### src/rtl/inst_queue_pkg.sv
// Shared types and constants for the two-wide fetch-to-decode instruction queue.
package inst_queue_pkg;

   localparam int unsigned IQ_DEFAULT_DEPTH = 8;

   typedef struct packed {
      logic [31:0] pc;
      logic [31:0] inst;
   } iq_entry_t;

endpackage

### src/rtl/inst_queue_compact.sv
// Packs the valid fetch slots into program order and counts them; purely combinational.
module inst_queue_compact
   import inst_queue_pkg::*;
(
   input  logic      slot0_valid,
   input  logic      slot1_valid,
   input  iq_entry_t slot0,
   input  iq_entry_t slot1,
   output iq_entry_t cmp0,
   output iq_entry_t cmp1,
   output logic [1:0] n_valid
);

   always_comb begin
      // A lone slot 1 moves down so the oldest valid instruction is always cmp0.
      cmp0    = slot0_valid ? slot0 : slot1;
      cmp1    = slot1;
      n_valid = {1'b0, slot0_valid} + {1'b0, slot1_valid};
   end

endmodule

### src/rtl/inst_queue.sv
// Two-wide circular instruction queue between fetch and decode.
// Optional same-cycle bypass when empty: define INST_QUEUE_BYPASS_EN.
module inst_queue
   import inst_queue_pkg::*;
#(
   parameter int unsigned DEPTH = IQ_DEFAULT_DEPTH
) (
   input  logic        clk,
   input  logic        rst,
   input  logic        flush,
   input  logic        in_valid,
   output logic        in_ready,
   input  logic        in_inst0_valid,
   input  logic        in_inst1_valid,
   input  logic [31:0] in_inst0_pc,
   input  logic [31:0] in_inst1_pc,
   input  logic [31:0] in_inst0_inst,
   input  logic [31:0] in_inst1_inst,
   output logic        out0_valid,
   output logic        out1_valid,
   output logic [31:0] out0_pc,
   output logic [31:0] out0_inst,
   output logic [31:0] out1_pc,
   output logic [31:0] out1_inst,
   input  logic        dec_ready
);

   localparam int unsigned PW = $clog2(DEPTH);
   localparam int unsigned CW = PW + 1;

   typedef logic [PW-1:0] ptr_t;
   typedef logic [CW-1:0] cnt_t;

   iq_entry_t mem_q [DEPTH];
   ptr_t      head_q, head_d, tail_q, tail_d;
   cnt_t      count_q, count_d;

   iq_entry_t slot0, slot1, cmp0, cmp1, rd0, rd1;
   logic [1:0] n_in, n_out;
   logic       q_v0, q_v1, enq, byp_take;

   assign slot0 = {in_inst0_pc, in_inst0_inst};
   assign slot1 = {in_inst1_pc, in_inst1_inst};

   inst_queue_compact u_compact (
      .slot0_valid (in_inst0_valid),
      .slot1_valid (in_inst1_valid),
      .slot0       (slot0),
      .slot1       (slot1),
      .cmp0        (cmp0),
      .cmp1        (cmp1),
      .n_valid     (n_in)
   );

   assign rd0      = mem_q[head_q];
   assign rd1      = mem_q[head_q + ptr_t'(1)];
   assign q_v0     = (count_q != '0);
   assign q_v1     = (count_q >= cnt_t'(2));
   // Registered-only: never depends on dec_ready or the incoming packet.
   assign in_ready = (count_q <= cnt_t'(DEPTH - 2));

   always_comb begin
      out0_valid = q_v0;
      out1_valid = q_v1;
      out0_pc    = rd0.pc;
      out0_inst  = rd0.inst;
      out1_pc    = rd1.pc;
      out1_inst  = rd1.inst;
      byp_take   = 1'b0;
`ifdef INST_QUEUE_BYPASS_EN
      if ((count_q == '0) && !flush && in_valid) begin
         out0_valid = (n_in != 2'd0);
         out1_valid = (n_in == 2'd2);
         out0_pc    = cmp0.pc;
         out0_inst  = cmp0.inst;
         out1_pc    = cmp1.pc;
         out1_inst  = cmp1.inst;
         // Decode takes the bypassed slots directly, so nothing is stored.
         byp_take   = dec_ready;
      end
`endif
   end

   assign enq   = in_valid & in_ready & ~flush & ~byp_take;
   assign n_out = dec_ready ? ({1'b0, q_v0} + {1'b0, q_v1}) : 2'd0;

   always_comb begin
      head_d  = head_q + ptr_t'(n_out);
      tail_d  = enq ? (tail_q + ptr_t'(n_in)) : tail_q;
      count_d = count_q + (enq ? cnt_t'(n_in) : cnt_t'(0)) - cnt_t'(n_out);
      if (flush) begin
         head_d  = '0;
         tail_d  = '0;
         count_d = '0;
      end
   end

   always_ff @(posedge clk) begin
      if (rst) begin
         head_q  <= '0;
         tail_q  <= '0;
         count_q <= '0;
      end else begin
         head_q  <= head_d;
         tail_q  <= tail_d;
         count_q <= count_d;
      end
   end

   // Storage is deliberately left out of reset.
   always_ff @(posedge clk) begin
      if (enq && (n_in != 2'd0)) mem_q[tail_q] <= cmp0;
      if (enq && (n_in == 2'd2)) mem_q[tail_q + ptr_t'(1)] <= cmp1;
   end

endmodule

### config.mk
export PLATFORM = sky130hd
export DESIGN_NAME = inst_queue
export DESIGN_NICKNAME = d
export VERILOG_FILES = /design/src/rtl/inst_queue_pkg.sv /design/src/rtl/inst_queue_compact.sv /design/src/rtl/inst_queue.sv
export SDC_FILE = /design/constraint.sdc
export NUM_CORES = 1
export LEC_CHECK = 0
export ABC_CLOCK_PERIOD_IN_PS = 6600
export CORE_ASPECT_RATIO = 1.4
export CORE_MARGIN = 2
export CORE_UTILIZATION = 59
export DETAILED_ROUTE_END_ITERATION = 10
export GPL_TIMING_DRIVEN = 0
export PLACE_DENSITY = 0.91
export SYNTH_ARGS = -nofsm -noshare
export SYNTH_HDL_FRONTEND = slang
export SYNTH_SLANG_ARGS = --single-unit
### constraint.sdc
create_clock -name clk -period 6.6 [get_ports clk]
set_input_delay 0.99 -clock clk [delete_from_list [all_inputs] [get_ports clk]]
set_output_delay 0.99 -clock clk [all_outputs]
set_load 0.03 [all_outputs]
Word-level counts from Yosys, hierarchy flattened
Memory sizes are Yosys's and may differ from the RTL's. A register that Yosys moved wholly into a read port is not among the register bits.
Index checks and enable logic that the tools add are counted.
{"block": "word_totals", "ram_bits": 512, "word_cells": 31, "input_bits": 135, "n_memories": 1, "output_inout_bits": 131, "regBits": 10}
{"name": "mem_q", "words": 8, "width": 64, "rd": 2, "rd_clocked_by_memory_dff": 1, "write_ports": 2, "line_no": "inst_queue.sv:34", "rtl": "iq_entry_t mem_q [DEPTH];"}
{"block": "op_classes", "muxes": 8, "addsub": 8, "n_reduce_logical": 5, "bitwise_logic": 3, "eq_ne": 1, "magnitude_cmp": 2}
{"cell": "64-bit 2-to-1 mux", "count": 1}
{"cell": "3-bit by 1-bit adder with 3-bit output (second input constant)", "count": 2}
{"cell": "3-bit by 2-bit adder with 3-bit output", "count": 2}
{"cell": "1-bit by 1-bit adder with 2-bit output", "count": 2}
{"cell": "4-bit by 2-bit adder with 4-bit output", "count": 1}
{"cell": "4-bit by 2-bit greater-or-equal comparator with 1-bit output (second input constant)", "count": 1}
{"cell": "4-bit by 3-bit <= comparator with 1-bit output (second input constant)", "count": 1}
{"cell": "1-bit 2-to-1 mux", "count": 4}
{"cell": "2-bit 2-to-1 mux", "count": 2}
{"cell": "4-bit nonzero test", "count": 1}
{"cell": "4-bit by 2-bit subtractor with 4-bit output", "count": 1}
{"cell": "3-bit 2-to-1 mux", "count": 1}
{"cell": "1-bit bitwise AND", "count": 2}
{"cell": "2-bit == test (second input constant)", "count": 1}
{"cell": "1-bit logical AND", "count": 2}
{"cell": "2-bit nonzero test", "count": 1}
{"cell": "2-bit OR reduction", "count": 1}
{"cell": "1-bit inverter", "count": 1}

Longest topological paths before layout
Gate-level depths: netlist of run 1.
{"block": "depth", "word_depth": 6, "mapped_depth": 13, "ltp_nobuf": 13}

By module
A second synthesis of run 1 with hierarchy kept.
{"block": "unflattened", "hier_cells": 1776, "hier_area_um2": 31677.9}
{"module": "inst_queue", "seq_area_each_um2": 15574.9, "cells_per_inst": 1640, "area_each_um2": 30107.6, "n_inst": 1}
{"module": "inst_queue_compact", "seq_area_each_um2": 0.0, "cells_per_inst": 136, "area_each_um2": 1570.3, "n_inst": 1}

Worst setup path after synthesis of run 1
OpenSTA, ideal clock, no wires.
{"block": "synth_path", "kind": "input port to flip-flop", "start": "input port in_inst0_valid", "end": "memory mem_q[5][0] in the netlist's numbering, enable pin", "path_stages": 7, "setup_time_ns": 0.507, "path_buffers": 2, "setup_slack_ns": 0.899, "required_time_ns": 6.093, "arrival_time_ns": 5.194, "path_cell_list": "clkbuf_1 > buf_2 > inv_1 > ha_1 > nor2_1 > nand3_1 > a21oi_1"}
{"item": "start, declared", "line_no": "inst_queue.sv:13", "rtl": "input logic in_inst0_valid,"}
{"item": "end, declared", "line_no": "inst_queue.sv:34"}

==> results of run 1 <==
flip-flops by register name (all words and copies together) (netlist names):
signal / count
head_q: 3
tail_q: 3
count_q: 4
mem_q: 512
kinds of logic (layout without fill, tap and decap cells):
group / Yosys count / after routing / share of synthesized area [%]
fa+ha+maj: 18 / 18 / 0.8273
xor+xnor: 6 / 6 / 0.2190
compound gates: 15 / 15 / 0.3407
buf+inv: 143 / 520 / 2.729
simple gates: 55 / 55 / 1.022
flops: 522 / 522 / 50.48
other cells: 0 / 2 / 0
mux: 960 / 960 / 44.38
worst max-delay path: stages, from the launching register on:
cell	delay, ns
dfxtp_1	0.42
clkbuf_1	0.26
buf_2	0.42
clkbuf_1	0.72
buf_2	0.48
mux4_2	0.36
mux2_2	0.27
clkdlybuf4s50_1	0.69
metrics by stage:
step / setup TNS (ns) / area (um2)
6_report: 0 / 36540
2_1_floorplan: 0 / 30850
4_1_cts: 0 / 36540
3_3_place_gp: -1840.19 / 34330
5_1_grt: 0 / 36540
3_5_place_dp: 0 / 34980
final timing paths:
path	from	cells after the start	slack, ns	end
max reg2reg	count_q[3]$_SDFF_PP0_	9	3.31	mem_q[2][33]$_DFFE_PP_
max	head_q[0]$_SDFF_PP0_	7	1.40	out0_inst[0]
min reg2reg	tail_q[1]$_SDFFE_PP0P_	2	0.53	tail_q[1]$_SDFFE_PP0P_
min	tail_q[1]$_SDFFE_PP0P_	2	0.53	tail_q[1]$_SDFFE_PP0P_
report_power, final:
group,switching (mW),total (mW),internal [mW]
registers,0.0418,3.79,3.75
logic,2.38,4.50,2.12
clock network,1.26,2.86,1.60
routing by layer:
layer | track usage, % | part of all wire [%]
met2 | 54.53 | 50
met4 | 18.92 | 5.9
met3 | 5.995 | 11
met5 | 0 | 0.034
met1 | 40.62 | 33
cells in the final DEF (no fill, tap or decap), types with 3 or more instances in the layout:
cell / synthesis / layout
nand3_2: 3 / 3
inv_1: 13 / 13
dfxtp_1: 10 / 10
mux4_2: 256 / 256
nor2_1: 15 / 12
a21oi_4: 0 / 5
fa_1: 4 / 4
buf_4: 15 / 15
buf_16: 0 / 11
buf_6: 24 / 24
and2_1: 5 / 5
ha_1: 14 / 14
clkdlybuf4s50_1: 0 / 265
clkbuf_16: 0 / 49
clkinv_2: 0 / 11
edfxtp_1: 512 / 512
nor2b_1: 3 / 3
buf_12: 0 / 13
mux2_1: 87 / 87
nor2_4: 5 / 8
clkbuf_1: 35 / 47
buf_2: 55 / 55
nand2_1: 15 / 15
clkinv_1: 0 / 6
mux2_2: 617 / 617
bufinv_16: 0 / 6
layout make-up:
| cell class | instances | area share (%) |
|---|---|---|
| clock inverter | 27 | 0.7978 |
| multi-input combinational | 1054 | 39.74 |
| sequential | 522 | 42.62 |
| tap | 656 | 2.246 |
| clock buffer | 61 | 3.479 |
| timing repair buffer | 289 | 8.799 |
| inverter | 13 | 0.1335 |
| antenna | 2 | 0.01370 |
| buffer | 130 | 2.171 |
==> impl_metrics.py, run 1 <==
metrics = {
    "clock_network": {
        "cts.repair.resized": 0,
        "cts_tree": "built",
        "htree_levels": 2,
        "clock_path_buffers": 3,
        "clkSinkCount": 522,
        "hold_buffers": 0,
        "clk_latency_ns": 0.58,
        "post_cts_buffers": 0,
        "cts_buffers": 49,
        "cts-root-buf": "clkbuf_16",
        "clkTransAtPathRegs_ns": 0.06,
    },
    "route": {
        "vias": 19510,
        "detail_route.wl_per_cell_um": 32.08,
        "drt_wl_total_um": 88350,
        "drc": 0,
        "first_pass_iters": 5,
        "dr.first_iter.drc_count": 2202,
        "ant_nets": 0,
        "vias_per_cell": 7.085,
    },
    "worst_setup_path": {
        "cp-end-kind": "output port",
        "crit_required_ns": 5.61,
        "worstSetupPathType": "flop to output port",
        "crit_fanout": 10,
        "startpoint_type": "flop",
        "worst_ep_arrival_time_ns": 4.21,
    },
    "grt": {
        "grt_pass1_wl_um": 129900,
        "grt_usage_pct": 32.78,
        "grt_max_degree": 24,
        "grt_overflow_total": 0,
        "grt_pass1_vias": 21110,
        "antenna_found_initial": 5,
    },
    "placement": {
        "dp_hpwl_um": 58230,
        "pre_cts_slack_ns": 1.442,
        "globalplace.congestion": 0.8181,
        "portBuffers": 265,
        "dp_cells": 2664,
    },
    "yosys": {
        "synthArstFlopShare_pct": 0,
        "netlist_area_mm2": 0.03085,
        "synth_area_leaders": "edfxtp_1 (50%), mux2_2 (23%), mux4_2 (19%), mux2_1 (3.2%), buf_2 (0.89%)",
        "synth_seq_cells": 522,
        "avgSynthCellArea_um2": 17.95,
        "yosysSeqAreaShare_pct": 50.48,
        "synth_edf_count": 512,
        "netlist.area_leader.share_pct": 49.83,
        "synth_nets": 1872,
        "synth_common_cells": "mux2_2 (617), edfxtp_1 (512), mux4_2 (256), mux2_1 (87), buf_2 (55)",
        "ys.flop_type": "edfxtp_1",
        "ys_warn_count": 0,
        "yosys.cell_types.count": 38,
        "synth_cells": 1719,
        "synth.largest_area_cell": "edfxtp_1",
        "synth_most_common_cell": "mux2_2",
    },
    "final_layout": {
        "fillers": 3066,
        "multi_input_area_mm2": 0.01452,
        "seqCellArea_mm2": 0.01557,
        "final_core_util_pct": 70.41,
        "stdcell_count": 2754,
        "nets": 2212,
        "drive_above_1_share_pct": 51.72,
        "area_growth_pct": 18.44,
    },
    "timing": {
        "setup_viol": 0,
        "slew_viol_final": 0,
        "holdWs_ns": 0.5336,
        "fin_skew_ns": 0.02141,
        "timing.fmax_ghz": 0.1922,
        "period_share_pct": 78.84,
        "hold_violations": 0,
        "min_period_ns": 5.203,
        "worst_slew_pin_slew_ns": 1.057,
        "fin_ws_ns": 1.397,
        "rsz0062_at_grt": "no",
        "relSlewSlack_pct": 29.34,
    },
    "power_and_ir_drop": {
        "vdd_drop_max_mv": 0.2857,
        "p_leak_nw": 11.64,
        "powerDensity_mw_per_mm2": 305.1,
        "power_mw": 11.15,
    },
    "hold_path": {
        "hp-class": "flop to flop",
    },
    "run": {
        "cap_violations": 0,
    },
    "floorplanning": {
        "die_area_mm2": 0.05417,
        "initial_core_util_pct": 59.45,
        "core_mm2": 0.05190,
        "die_h_um": 274.6,
        "io-pin-count": 266,
        "row_count": 99,
        "die_w_um": 197.3,
    },
    "outcome": {
        "outcome": "complete, no violations",
    },
}
Note: power is estimated with default switching activity, not from simulation.
==> inputs of run 2 (changes only) <==
--- a/config.mk
+++ b/config.mk
@@ -5,13 +5,13 @@
 export SDC_FILE = /design/constraint.sdc
 export NUM_CORES = 1
 export LEC_CHECK = 0
-export ABC_CLOCK_PERIOD_IN_PS = 6600
+export ABC_CLOCK_PERIOD_IN_PS = 4200
 export CORE_ASPECT_RATIO = 1.4
 export CORE_MARGIN = 2
-export CORE_UTILIZATION = 59
+export CORE_UTILIZATION = 53
 export DETAILED_ROUTE_END_ITERATION = 10
 export GPL_TIMING_DRIVEN = 0
-export PLACE_DENSITY = 0.91
+export PLACE_DENSITY = 0.87
 export SYNTH_ARGS = -nofsm -noshare
 export SYNTH_HDL_FRONTEND = slang
 export SYNTH_SLANG_ARGS = --single-unit
==> constraint.sdc (replaced) <==
create_clock -name clk -period 4.2 [get_ports clk]
set_input_delay 0.63 -clock clk [delete_from_list [all_inputs] [get_ports clk]]
set_output_delay 0.63 -clock clk [all_outputs]
set_load 0.03 [all_outputs]
==> run 2 against run 1 <==
Net effect:
- the flow now finishes with violations (negative setup slack)
- clock skew increased by 0.0067 ns
- clock power increased by 76%
- global-route usage shrank 3.7 points
- routed wire length grew 0.26%
- worst setup slack got worse by 1.5 ns
- first-iteration DRC count decreased by 24%
- flip-flop and latch count unchanged
- die area up 11%
- critical path depth is 3 lower
- register-to-register slack got worse by 2.2 ns
==> impl_metrics.py, run 2 (synthesized netlist as in run 1, its figures left out) <==
metrics = {
    "grt": {
        "grt_pass1_vias": 20570,
        "met2_usage_pct": 50.07,
        "antenna_found_initial": 4,
        "grt_usage_pct": 29.06,
        "grtUsageMet1_pct": 35.61,
        "grt_overflow_total": 0,
        "grt_busiest_layer": "met2",
        "grt_max_degree": 26,
        "grt_pass1_wl_um": 129600,
        "met3_usage_pct": 4.921,
    },
    "worst_setup_path": {
        "worst_ep_arrival_time_ns": 3.65,
        "startpoint_type": "flop",
        "path_delay_family": "buffers and inverters",
        "critPathMostFrequentCell": "clkbuf_1",
        "crit_fanout": 10,
        "crit_buf_inv": 3,
        "worstSetupPathType": "flop to output port",
        "cp-end-kind": "output port",
        "worst_path_largest_cell_delay_ns": 0.83,
        "slowest_stage": "clkbuf_1",
        "setup.worst_path.start": "head_q[2]$_SDFF_PP0_",
        "r2r_slack_ns": 1.08,
        "crit_required_ns": 3.57,
        "r2r_start": "count_q[3]$_SDFF_PP0_",
        "path_cells": "clkbuf_1 > clkbuf_1 > mux2_2 > clkdlybuf4s50_1",
    },
    "placement": {
        "portBuffers": 265,
        "globalplace.congestion": 0.8305,
        "dp_hpwl_um": 59150,
        "placed_area_mm2": 0.03508,
        "dp_cells": 2751,
        "pre_cts_slack_ns": -0.3966,
    },
    "power_and_ir_drop": {
        "p_leak_nw": 11.81,
        "power_mw": 18.07,
        "vdd_drop_max_mv": 0.4783,
        "powerDensity_mw_per_mm2": 489.0,
    },
    "timing": {
        "tns_ns": -1.630,
        "fin_ws_ns": -0.08335,
        "hold_violations": 0,
        "rsz0062_at_grt": "yes",
        "fin_skew_ns": 0.02808,
        "worst_slew_pin_slew_ns": 1.073,
        "timing.fmax_ghz": 0.2335,
        "min_period_ns": 4.283,
        "setup_viol": 47,
        "relSlewSlack_pct": 28.47,
        "period_share_pct": 102.0,
        "slew_viol_final": 0,
    },
    "route": {
        "vias_per_cell": 6.773,
        "first_pass_iters": 6,
        "drt_wl_total_um": 88580,
        "ant_nets": 0,
        "vias": 19270,
        "detail_route.wl_per_cell_um": 31.13,
        "drc": 0,
        "dr.first_iter.drc_count": 1666,
    },
    "final_layout": {
        "nets": 2214,
        "area_growth_pct": 19.79,
        "largest_register_ffs": 512,
        "reg.largest.list": "mem_q (512), count_q (4)",
        "fillers": 3908,
        "design_area_mm2": 0.03696,
        "drive_above_1_share_pct": 52.95,
        "final_cell_mix": "mux2_2 (617), edfxtp_1 (512), clkdlybuf4s50_1 (262), mux4_2 (256), mux2_1 (87)",
        "layout_commonest_cell": "mux2_2",
        "regMostFlops": "mem_q",
        "stdcell_count": 2845,
    },
    "floorplanning": {
        "die_w_um": 207.9,
        "die_h_um": 289.5,
        "row_count": 104,
        "die_area_mm2": 0.06019,
        "initial_core_util_pct": 53.64,
        "io-pin-count": 266,
        "core_mm2": 0.05752,
    },
    "run": {
        "cap_violations": 0,
    },
    "clock_network": {
        "clkTransAtPathRegs_ns": 0.07,
        "clock_path_buffers": 3,
        "clkSinkCount": 522,
        "cts_tree": "built",
        "cts-root-buf": "clkbuf_16",
        "htree_levels": 2,
        "post_cts_buffers": 0,
        "clk_latency_ns": 0.58,
        "cts_buffers": 50,
    },
    "outcome": {
        "violations": "negative setup slack",
        "outcome": "finished with violations",
    },
    "hold_path": {
        "hold_path.startpoint": "tail_q[1]$_SDFFE_PP0P_",
        "hp-class": "flop to flop",
    },
}
## run 2: worst paths after layout
path                            endpoint  cells past startpoint
setup / recovery             out0_pc[16]                      4
hold / removal    tail_q[1]$_SDFFE_PP0P_                      2
hold reg to reg   tail_q[1]$_SDFFE_PP0P_                      2
setup reg to reg  mem_q[6][34]$_DFFE_PP_                      9
## run 2: area by class of cell
type / count / area (um2) / share of cell area (%)
Clock inverter: 35 / 464.2 / 1.256
Clock buffer: 58 / 1345 / 3.639
Buffer: 130 / 862.1 / 2.332
Antenna cell: 1 / 2.502 / 0.006770
Sequential cell: 522 / 15570 / 42.14
Inverter: 13 / 48.80 / 0.1320
Tap cell: 742 / 928.4 / 2.512
Timing Repair Buffer: 290 / 3212 / 8.690
Multi-Input combinational cell: 1054 / 14520 / 39.29
## run 2: worst reg2reg max path, stage by stage, from the launching register on
cell and delay, ns:
dfxtp_1 0.33, inv_1 0.08, ha_1 0.14, nand2_1 0.11, o21ai_4 0.41, clkbuf_1 0.85, a21oi_4 0.28, buf_16 0.27
buf_16 0.18, buf_16 0.18
## run 2: per-stage QoR
| stage | util [%] | hold WS, ns |
|---|---|---|
| 2_1_floorplan | - | 0.4999 |
| 3_3_place_gp | 59.92 | 0.5163 |
| 3_5_place_dp | 60.99 | 0.5261 |
| 4_1_cts | 64.24 | 0.5324 |
| 5_1_grt | 64.26 | 0.5827 |
| 6_report | 64.26 | 0.5347 |
## run 2: timing repair
| item | 4_1_cts | 5_1_grt |
|---|---|---|
| hold buffers | 0 | 0 |
| gates resized for setup | 35 | 4 |
| endpoints found under the setup margin | 128 | 67 |
| endpoints found under the hold margin | 0 | 0 |
## run 2: report_power, final
group | total [mW] | internal, mW | leakage (nW) | switching [mW]
registers | 5.96 | 5.89 | 4.70 | 0.0646
logic | 7.10 | 3.36 | 6.24 | 3.74
clock network | 5.02 | 2.97 | 0.870 | 2.05
## run 2: routing by layer
| layer | share of wire (%) | vias to the layer above |
|---|---|---|
| li1 | - | 7870 |
| met1 | 35 | 9947 |
| met2 | 50 | 1182 |
| met3 | 9.1 | 265 |
| met4 | 5.0 | 6 |
| met5 | 0.047 | - |
